**src/rtl/spi_ram_ctrl_pkg.sv**
```systemverilog
// +----------------------------------------------------------------------+
// | spi_ram_pkg: command codes and SPI word width for the SPI RAM stage  |
// | Revision: 1.0                                                        |
// +----------------------------------------------------------------------+
`default_nettype none

package spi_ram_pkg;

    localparam int SPI_WORD_W = 10;

    localparam logic [1:0] CMD_WR_ADDR = 2'b00;
    localparam logic [1:0] CMD_WR_DATA = 2'b01;
    localparam logic [1:0] CMD_RD_ADDR = 2'b10;
    localparam logic [1:0] CMD_RD_DATA = 2'b11;

endpackage

`default_nettype wire

```
**src/rtl/spi_ram_ctrl_if.sv**
```systemverilog
// +----------------------------------------------------------------------+
// | spi_ram_if: SPI slave <-> RAM stage word interface                   |
// | Revision: 1.0                                                        |
// +----------------------------------------------------------------------+
`default_nettype none

interface spi_ram_if;
    import spi_ram_pkg::*;

    logic [SPI_WORD_W-1:0] rx_data;
    logic                  rx_valid;
    logic [7:0]            tx_data;
    logic                  tx_valid;

    // master is the SPI slave side, slave is the RAM stage
    modport master (output rx_data, output rx_valid, input tx_data, input tx_valid);
    modport slave  (input rx_data, input rx_valid, output tx_data, output tx_valid);

endinterface

`default_nettype wire

```
**src/rtl/spi_ram_ctrl_mem.sv**
```systemverilog
// +----------------------------------------------------------------------+
// | spi_ram_mem: 8-bit storage array, synchronous write, registered read |
// | Revision: 1.0                                                        |
// +----------------------------------------------------------------------+
`default_nettype none

module spi_ram_mem #(
    parameter int DEPTH  = 256,
    parameter int ADDR_W = 8
) (
    input  wire logic              clk,
    input  wire logic              we,
    input  wire logic [ADDR_W-1:0] addr,
    input  wire logic [7:0]        wdata,
    output logic      [7:0]        rdata
);

    localparam int IDX_W = (DEPTH > 1) ? $clog2(DEPTH) : 1;

    logic [7:0]       mem [DEPTH];
    logic [IDX_W-1:0] idx;

    assign idx = addr[IDX_W-1:0];

    always_ff @(posedge clk) begin
        if (we) begin
            mem[idx] <= wdata;
        end
        rdata <= mem[idx];
    end

endmodule

`default_nettype wire

```
**src/rtl/spi_ram_ctrl.sv**
```systemverilog
// +----------------------------------------------------------------------+
// | spi_ram_ctrl: decodes SPI command words into RAM writes and reads    |
// | Revision: 1.0                                                        |
// +----------------------------------------------------------------------+
`default_nettype none

module spi_ram_ctrl
    import spi_ram_pkg::*;
#(
    parameter int MEM_DEPTH = 256,
    parameter int ADDR_SIZE = 8,
    parameter bit AUTO_INC  = 1'b0
) (
    input  wire logic  clk,
    input  wire logic  rst_n,
    spi_ram_if.slave   bus
);

    localparam logic [ADDR_SIZE:0] DEPTH_W = (ADDR_SIZE+1)'(MEM_DEPTH);
    localparam logic [ADDR_SIZE:0] LAST_W  = (ADDR_SIZE+1)'(MEM_DEPTH - 1);

    logic [1:0]           w_cmd;
    logic                 w_wr;
    logic                 w_rd;
    logic                 w_mem_we;
    logic [ADDR_SIZE-1:0] w_mem_addr;
    logic [7:0]           w_mem_rdata;
    logic [7:0]           w_rd_word;

    logic [ADDR_SIZE-1:0] r_wr_addr;
    logic [ADDR_SIZE-1:0] r_rd_addr;
    logic                 r_tx_valid;
    logic                 r_rd_oor;
    logic [7:0]           r_tx_hold;

    function automatic logic in_range(input logic [ADDR_SIZE-1:0] a);
        return ({1'b0, a} < DEPTH_W);
    endfunction

    function automatic logic [ADDR_SIZE-1:0] next_addr(input logic [ADDR_SIZE-1:0] a);
        if ({1'b0, a} == LAST_W) begin
            return '0;
        end
        return a + ADDR_SIZE'(1);
    endfunction

    assign w_cmd      = bus.rx_data[9:8];
    assign w_wr       = bus.rx_valid && (w_cmd == CMD_WR_DATA);
    assign w_rd       = bus.rx_valid && (w_cmd == CMD_RD_DATA);
    assign w_mem_we   = w_wr && in_range(r_wr_addr);
    assign w_mem_addr = w_rd ? r_rd_addr : r_wr_addr;

    spi_ram_mem #(
        .DEPTH  (MEM_DEPTH),
        .ADDR_W (ADDR_SIZE)
    ) u_mem (
        .clk   (clk),
        .we    (w_mem_we),
        .addr  (w_mem_addr),
        .wdata (bus.rx_data[7:0]),
        .rdata (w_mem_rdata)
    );

    // The array output changes every cycle, so the last read is parked in
    // r_tx_hold once its strobe cycle has passed.
    assign w_rd_word   = r_rd_oor ? 8'h00 : w_mem_rdata;
    assign bus.tx_data = r_tx_valid ? w_rd_word : r_tx_hold;
    assign bus.tx_valid = r_tx_valid;

    always_ff @(posedge clk or negedge rst_n) begin
        if (!rst_n) begin
            r_wr_addr  <= '0;
            r_rd_addr  <= '0;
            r_tx_valid <= 1'b0;
            r_rd_oor   <= 1'b0;
            r_tx_hold  <= 8'h00;
        end else begin
            r_tx_valid <= w_rd;
            if (r_tx_valid) begin
                r_tx_hold <= w_rd_word;
            end
            if (bus.rx_valid) begin
                case (w_cmd)
                    CMD_WR_ADDR: r_wr_addr <= bus.rx_data[ADDR_SIZE-1:0];
                    CMD_WR_DATA: if (AUTO_INC) r_wr_addr <= next_addr(r_wr_addr);
                    CMD_RD_ADDR: r_rd_addr <= bus.rx_data[ADDR_SIZE-1:0];
                    default: begin
                        r_rd_oor <= !in_range(r_rd_addr);
                        if (AUTO_INC) r_rd_addr <= next_addr(r_rd_addr);
                    end
                endcase
            end
        end
    end

endmodule

`default_nettype wire

```
**src/flat_wrapper.sv**
```systemverilog
// flat-port wrapper written by rule: the top's interface ports become plain ports
module spi_ram_ctrl_flat import spi_ram_pkg::*;
#(
    parameter int MEM_DEPTH = 256,
    parameter int ADDR_SIZE = 8,
    parameter bit AUTO_INC  = 1'b0
)
  (clk, rst_n, bus_rx_data, bus_rx_valid, bus_tx_data, bus_tx_valid);
  spi_ram_if bus_i ();
  input  wire logic clk;
  input  wire logic rst_n;
  input wire logic [$bits(bus_i.rx_data)-1:0] bus_rx_data;
  input wire logic [$bits(bus_i.rx_valid)-1:0] bus_rx_valid;
  output wire logic [$bits(bus_i.tx_data)-1:0] bus_tx_data;
  output wire logic [$bits(bus_i.tx_valid)-1:0] bus_tx_valid;
  assign bus_i.rx_data = bus_rx_data;
  assign bus_i.rx_valid = bus_rx_valid;
  assign bus_tx_data = bus_i.tx_data;
  assign bus_tx_valid = bus_i.tx_valid;
  spi_ram_ctrl #(.MEM_DEPTH(MEM_DEPTH), .ADDR_SIZE(ADDR_SIZE), .AUTO_INC(AUTO_INC)) u_core (.clk(clk), .rst_n(rst_n), .bus(bus_i));
endmodule
```
**config.mk**
```make
export PLATFORM = sky130hd
export DESIGN_NAME = spi_ram_ctrl_flat
export DESIGN_NICKNAME = d
export VERILOG_FILES = /design/src/rtl/spi_ram_ctrl_pkg.sv /design/src/rtl/spi_ram_ctrl_if.sv /design/src/rtl/spi_ram_ctrl_mem.sv /design/src/rtl/spi_ram_ctrl.sv /design/src/flat_wrapper.sv
export SDC_FILE = /design/constraint.sdc
export NUM_CORES = 2
export LEC_CHECK = 0
export ABC_CLOCK_PERIOD_IN_PS = 2550
export BUFFER_PORTS_ARGS = -buffer_cell sky130_fd_sc_hd__buf_2
export CAP_MARGIN = 20
export CELL_PAD_IN_SITES_DETAIL_PLACEMENT = 0
export CELL_PAD_IN_SITES_GLOBAL_PLACEMENT = 2
export CORE_MARGIN = 2
export CORE_UTILIZATION = 42
export CTS_CLUSTER_SIZE = 16
export DETAILED_ROUTE_END_ITERATION = 8
export PLACE_DENSITY_LB_ADDON = 0.05
export RECOVER_POWER = 100
export SLEW_MARGIN = 10
export SYNTH_ARGS = -nofsm -noshare
export SYNTH_HDL_FRONTEND = slang
export SYNTH_SLANG_ARGS = --single-unit
```
**constraint.sdc**
```tcl
create_clock -name clk -period 2.55 [get_ports clk]
set_input_delay 0.51 -clock clk [delete_from_list [all_inputs] [get_ports clk]]
set_output_delay 0.51 -clock clk [all_outputs]
set_load 0.01 [all_outputs]
```
# Yosys cells after proc, flatten, opt, wreduce, memory -nomap -nowiden
# Memory sizes are Yosys's and may differ from the RTL's. A register that Yosys moved wholly into a read port is not among the register bits.
# Cells that the tools add are included.
[word_totals] inputBits=13 register_bits=25 out_inout_bits=9 mem_count=1 ramBits=2048 elab_cells=17
[op_classes] n_mux=4 n_eq_ne=3 reduce_logical=5
[memory_table] memory="u_core.u_mem.mem" words=256 word_bits=8 read_ports=1 rd_ports_with_merged_regs=1 write_ports=1 line_no="spi_ram_ctrl_mem.sv:20" rtl="logic [7:0] mem [DEPTH];"
[op_table] op="$mux 8" n=2
[op_table] op="$eq 2x2->1 const B" n=2
[op_table] op="$reduce_and 2->1" n=2
[op_table] op="$eq 2x1->1 const B" n=1
[op_table] op="$logic_and 1x1->1" n=2
[op_table] op="$logic_not 2->1" n=1
[op_table] op="$mux 1" n=2

# Longest topological paths before layout
[logic_depth] word_depth=4 ltp_mapped=14 depth_no_buf=9

# Hierarchy
# Synthesis repeated with hierarchy kept, for this count alone.
[hier_totals] hier_cells=3611 hier_area_um2=79533.8
[modules_own_cells] module="spi_ram_mem" cells_per_inst=3547 n_inst=1 seq_area_each_um2=61659.1 area_per_inst_um2=78492.8
[modules_own_cells] module="spi_ram_ctrl" cells_per_inst=64 n_inst=1 seq_area_each_um2=625.6 area_per_inst_um2=1041.0

# Least setup slack after synthesis
# No wires, ideal clock.
[synth_path] path_type="input to register" startpoint="input port bus_rx_data[9]" endpoint="memory u_core.u_mem.mem[104][0], enable pin" path_slack_ns=-0.287 setup_ns=0.370 required_time_ns=2.180 t_arrival_ns=2.467 path_stages=9 n_path_buf=4 cell_sequence="nand3_2 > mux2_2 > buf_2 > buf_1 > clkbuf_1 > nor2_1 > nand2_1 > clkbuf_1 > nor2_1"
[synth_between] elab_chain_cells=4 word_cells_on_any_way=7 cone_classes="eq/ne (2); mux (3); reduce/logical (2)"
[synth_lines] item="start, declared" line_no="flat_wrapper.sv:12" rtl="input wire logic [$bits(bus_i.rx_data)-1:0] bus_rx_data;"
[synth_lines] item="$eq 2x1->1"
[synth_lines] item="$logic_and 1x1->1" line_no="spi_ram_ctrl.sv:48" rtl="assign w_wr = bus.rx_valid && (w_cmd == CMD_WR_DATA);"
[synth_lines] item="$mux 1" line_no="spi_ram_ctrl_mem.sv:26" rtl="if (we) begin"
[synth_lines] item="$mux 1 (implied by the code)" line_no="spi_ram_ctrl_mem.sv:27" rtl="mem[idx] <= wdata;"
[synth_lines] item="end, declared" line_no="spi_ram_ctrl_mem.sv:20"
# Several ways; a longest one is shown, not always the timed one.

# Worst setup path in the final report
[layout_path] startpoint="register u_core.r_rd_addr[0]" endpoint="register u_core.u_mem.rdata[7] (read register of u_core.u_mem.mem)"
[layout_between] elab_chain_cells=1
[layout_lines] item="start, declared" line_no="spi_ram_ctrl.sv:31" rtl="logic [ADDR_SIZE-1:0] r_rd_addr;"
[layout_lines] item="start signal, assigned" line_no="spi_ram_ctrl.sv:86" rtl="CMD_RD_ADDR: r_rd_addr <= bus.rx_data[ADDR_SIZE-1:0];"
[layout_lines] item="start signal, assigned" line_no="spi_ram_ctrl.sv:89" rtl="if (AUTO_INC) r_rd_addr <= next_addr(r_rd_addr);"
[layout_lines] item="$mux 8" line_no="spi_ram_ctrl.sv:51" rtl="assign w_mem_addr = w_rd ? r_rd_addr : r_wr_addr;"
[layout_lines] item="end, declared" line_no="spi_ram_ctrl_mem.sv:15" rtl="output logic [7:0] rdata"
# No other way between the ends.
# A chain may end at the register's enable or synchronous reset.

==> flow_summary.toml <==
[outcome]
status = "complete, but fails checks"
violations = "capacitance limit, slew limit, setup timing"

[worst_setup_path]
cp_num_buf_inv = 5
cpMaxStageDelayCell = "a2111oi_4"
crit_path_end_kind = "flip-flop"
worstSetupPathType = "flip-flop to flip-flop"
reg2reg_to = "u_core.u_mem.rdata[7]$_DFF_P_"
r2r-start = "u_core.r_rd_addr[0]$_DFFE_PN0P_"
cp.required_ns = 3.27
cpPeakStageDelay_ns = 0.64
path_max_fanout = 7
cp.arrival_ns = 3.99
r2r_slack_ns = -0.73
startpoint_type = "flip-flop"
worstRegToRegCells = 13
cp_top_family = "compound AO/OA/AOI/OAI gates"
crit_chain = "and4_4 > a21oi_4 > buf_8 > buf_12 > buf_8 > buf_6 > a21oi_4 > nand2_2 > a32oi_4 > nand4_1 > a2111oi_4 > buf_4 > nand4_1"

[die]
die_x_um = 445
die_height_um = 445
die_area_um2 = 198000
initial_core_util_pct = 42.3
coreArea_um2 = 193000
io_pins = 22
rows = 161

[route]
drt-initial-drc-count = 5055
viasPerCell = 5.58
num_vias = 52400
wire_per_inst_um = 27.5
finalWirelength_um = 259000
ant_nets = 0
drc_errors = 0
dr.pass1.iters = 8

[sta]
worst_slew_pin_slew_ns = 2.09
setup_viol = 144
fin_skew_ns = 0.0255
tns_ns = -12.68
fin_crit_sh_pct = 129
fmax_mhz = 305
max_slew_margin_pct = -39.1
drv_slew = 403
period_needed_ns = 3.28
setup_ws_ns = -0.727
rsz0062_at_grt = "true"
finalHoldViolations = 0

[placed_design]
placed_area_um2 = 93200
io_buffer_count = 21
gp_congestion = 0.834
dp_hpwl_um = 166000

[hold_path]
hold_depth = 5
hold_class = "primary input to flip-flop"
hold_end = "u_core.r_wr_addr[7]$_DFFE_PN0P_"
min-delay-start = "bus_rx_data[8]"

[synth]
synth_warnings = 0
synthArstFlopShare_pct = 1.20
synth_flop_cell = "edfxtp_1"
synthTopCellsByArea = "edfxtp_1 75%, nand2_1 6.9%, a21oi_1 3.5%"
syn_inst = 5904
syn_area_um2 = 81600
synth-seq-cells = 2081
yosysUniqueCellTypes = 43
synth_nets = 5917
syn_avg_cell_area_um2 = 13.8
seq_area_frac_synth_pct = 76.3
synth_common_cells = "2,048 x edfxtp_1, 1,497 x nand2_1, 570 x a21oi_1"
synth_top_area_share_pct = 75.3
synth_edf_count = 2048
yosysMostFrequentCell = "edfxtp_1"
synth_area_leader_cell = "edfxtp_1"

[clocking]
ctsHtreeMaxLevel = 4
cts_buffer_depth = 3
clock_latency_ns = 0.87
root_buffer = "clkbuf_16"
clk_transition_reported_paths_ns = 0.06
numCtsBuffers = 218
cts_tree = "yes"
cts_sinks = 2081

[global_routing]
grtUsageTotal_pct = 25.9
grt_antenna_before_repair = 7
grt_max_degree = 78
grt_pass1_vias = 51000
grt.overflow.total = 0
grt_pass1_wl_um = 371000

[cells_and_area]
utilization_pct = 52.6
syn2layout_area_growth_pct = 24.1
drive_above_1_share_pct = 22.3
design_area_um2 = 101000
nets = 6682
n_fill_cell = 16200

[run]
maxCapViolCount = 8

[power_and_ir_drop]
ir_worst_vdd_uv = 591
powerDensity_nw_per_um2 = 833
p_leak_nw = 34.2
flip-flops by register name (all words and copies together) (netlist names):
register,count
u_core.u_mem.rdata,8
u_core.u_mem.mem,2048
u_core.bus.tx_valid,1
u_core.r_tx_hold,8
u_core.r_wr_addr,8
u_core.r_rd_addr,8
final cells by class:
type | count | area (µm²) | share of cell area (%)
inverters | 2 | 7.51 | 0.00741
well taps | 2526 | 3160 | 3.12
flip-flops and latches | 2081 | 62300 | 61.5
multi-input cells | 3428 | 19400 | 19.2
clock inverters | 129 | 1020 | 1.01
diodes | 15 | 37.5 | 0.0370
clock buffers | 276 | 5690 | 5.62
repair buffers | 938 | 9700 | 9.57
cell usage in the layout, fill, tap and decap left out, drive strengths merged, types with 3 or more instances in the layout:
cell	Yosys	layout
a31oi	61	61
buf	198	830
dfrtp	25	25
inv	2	12
bufbuf	0	11
a41oi	32	32
o2111ai	40	40
nand2b	7	7
a32oi	106	106
edfxtp	2048	2048
nand4	98	98
bufinv	0	13
nand3	331	331
clkinv	0	103
a21oi	570	570
a22oi	109	109
mux4	29	29
clkinvlp	0	3
mux2	29	29
a221oi	64	64
mux2i	95	95
diode	0	15
nand2	1498	1498
nor2b	3	3
a311oi	16	16
nand3b	3	3
o21ai	3	3
nor2	310	310
clkbuf	195	371
a2111oi	8	8
dfxtp	8	8
nor3b	3	3
worst max path at each step:
| stage | start | to | slack (ns) | cells after the start |
|---|---|---|---|---|
| 6_report | u_core.r_rd_addr[0]$_DFFE_PN0P_ | u_core.u_mem.rdata[7]$_DFF_P_ | -0.73 | 13 |
| 5_1_grt | u_core.r_rd_addr[0]$_DFFE_PN0P_ | u_core.u_mem.rdata[3]$_DFF_P_ | -0.74 | 12 |
| 4_1_cts | u_core.r_rd_addr[0]$_DFFE_PN0P_ | u_core.u_mem.rdata[3]$_DFF_P_ | -0.69 | 12 |
| 3_5_place_dp | bus_rx_data[9] | u_core.u_mem.rdata[7]$_DFF_P_ | -1.87 | 13 |
| 3_3_place_gp | bus_rx_data[9] | u_core.u_mem.rdata[3]$_DFF_P_ | -2.22 | 14 |
| 2_1_floorplan | bus_rx_data[9] | u_core.u_mem.mem[204][0]$_DFFE_PP_ | -0.20 | 7 |
logic make-up after synthesis:
| group | Yosys count | share of synthesized area (%) |
|---|---|---|
| muxes | 153 | 2.39 |
| DFF | 2081 | 76.3 |
| buffers and inverters | 395 | 2.12 |
| and+or+nand+nor | 2261 | 11.3 |
| AOI/OAI and AO/OA | 1014 | 7.88 |
worst register-to-register path, delay by kind of cell, from the launching register on:
| kind | cells | cell delay, ns |
|---|---|---|
| AO/OA/AOI/OAI | 4 | 1.10 |
| AND/OR/NAND/NOR | 4 | 0.92 |
| buffers and inverters | 5 | 0.76 |
| flip-flops | 1 | 0.36 |
where the power goes:
| part | internal, W | switching, W |
|---|---|---|
| clock | 0.0171 | 0.0134 |
| combinational | 0.00591 | 0.00990 |
| sequential | 0.0378 | 0.000350 |
stage by stage:
| stage | power (W) | std cells | hold slack (ns) | setup WS [ns] |
|---|---|---|---|---|
| floorplan | 0.0454 | 5904 | 0.214 | -0.199 |
| global placement | 0.0535 | 8909 | 0.480 | -2.22 |
| detailed placement | 0.0536 | 8910 | 0.481 | -1.87 |
| CTS | 0.0850 | 9374 | 0.0245 | -0.685 |
| global route | 0.0872 | 9393 | 0.323 | -0.739 |
| finish | 0.0844 | 9395 | 0.309 | -0.727 |
metal layers:
metal | GRT usage [%] | up-vias | routed length, µm
li1 | - | 23800 | -
met3 | 3.35 | 308 | 14500
met5 | 0 | - | 13
met4 | 6.45 | 2 | 6580
met2 | 41.5 | 1463 | 122000
met1 | 37.6 | 26900 | 115000
timing repair:
item | CTS | global route
endpoints found under the hold margin | 46 | 0
endpoints found under the setup margin | 347 | 503
setup buffers | 45 | 8
pin swaps | 63 | 33
hold buffers | 2 | 0
resized for setup | 162 | 91
gates cloned | 14 | 2
No activity file was read; power rests on OpenSTA's default activity.
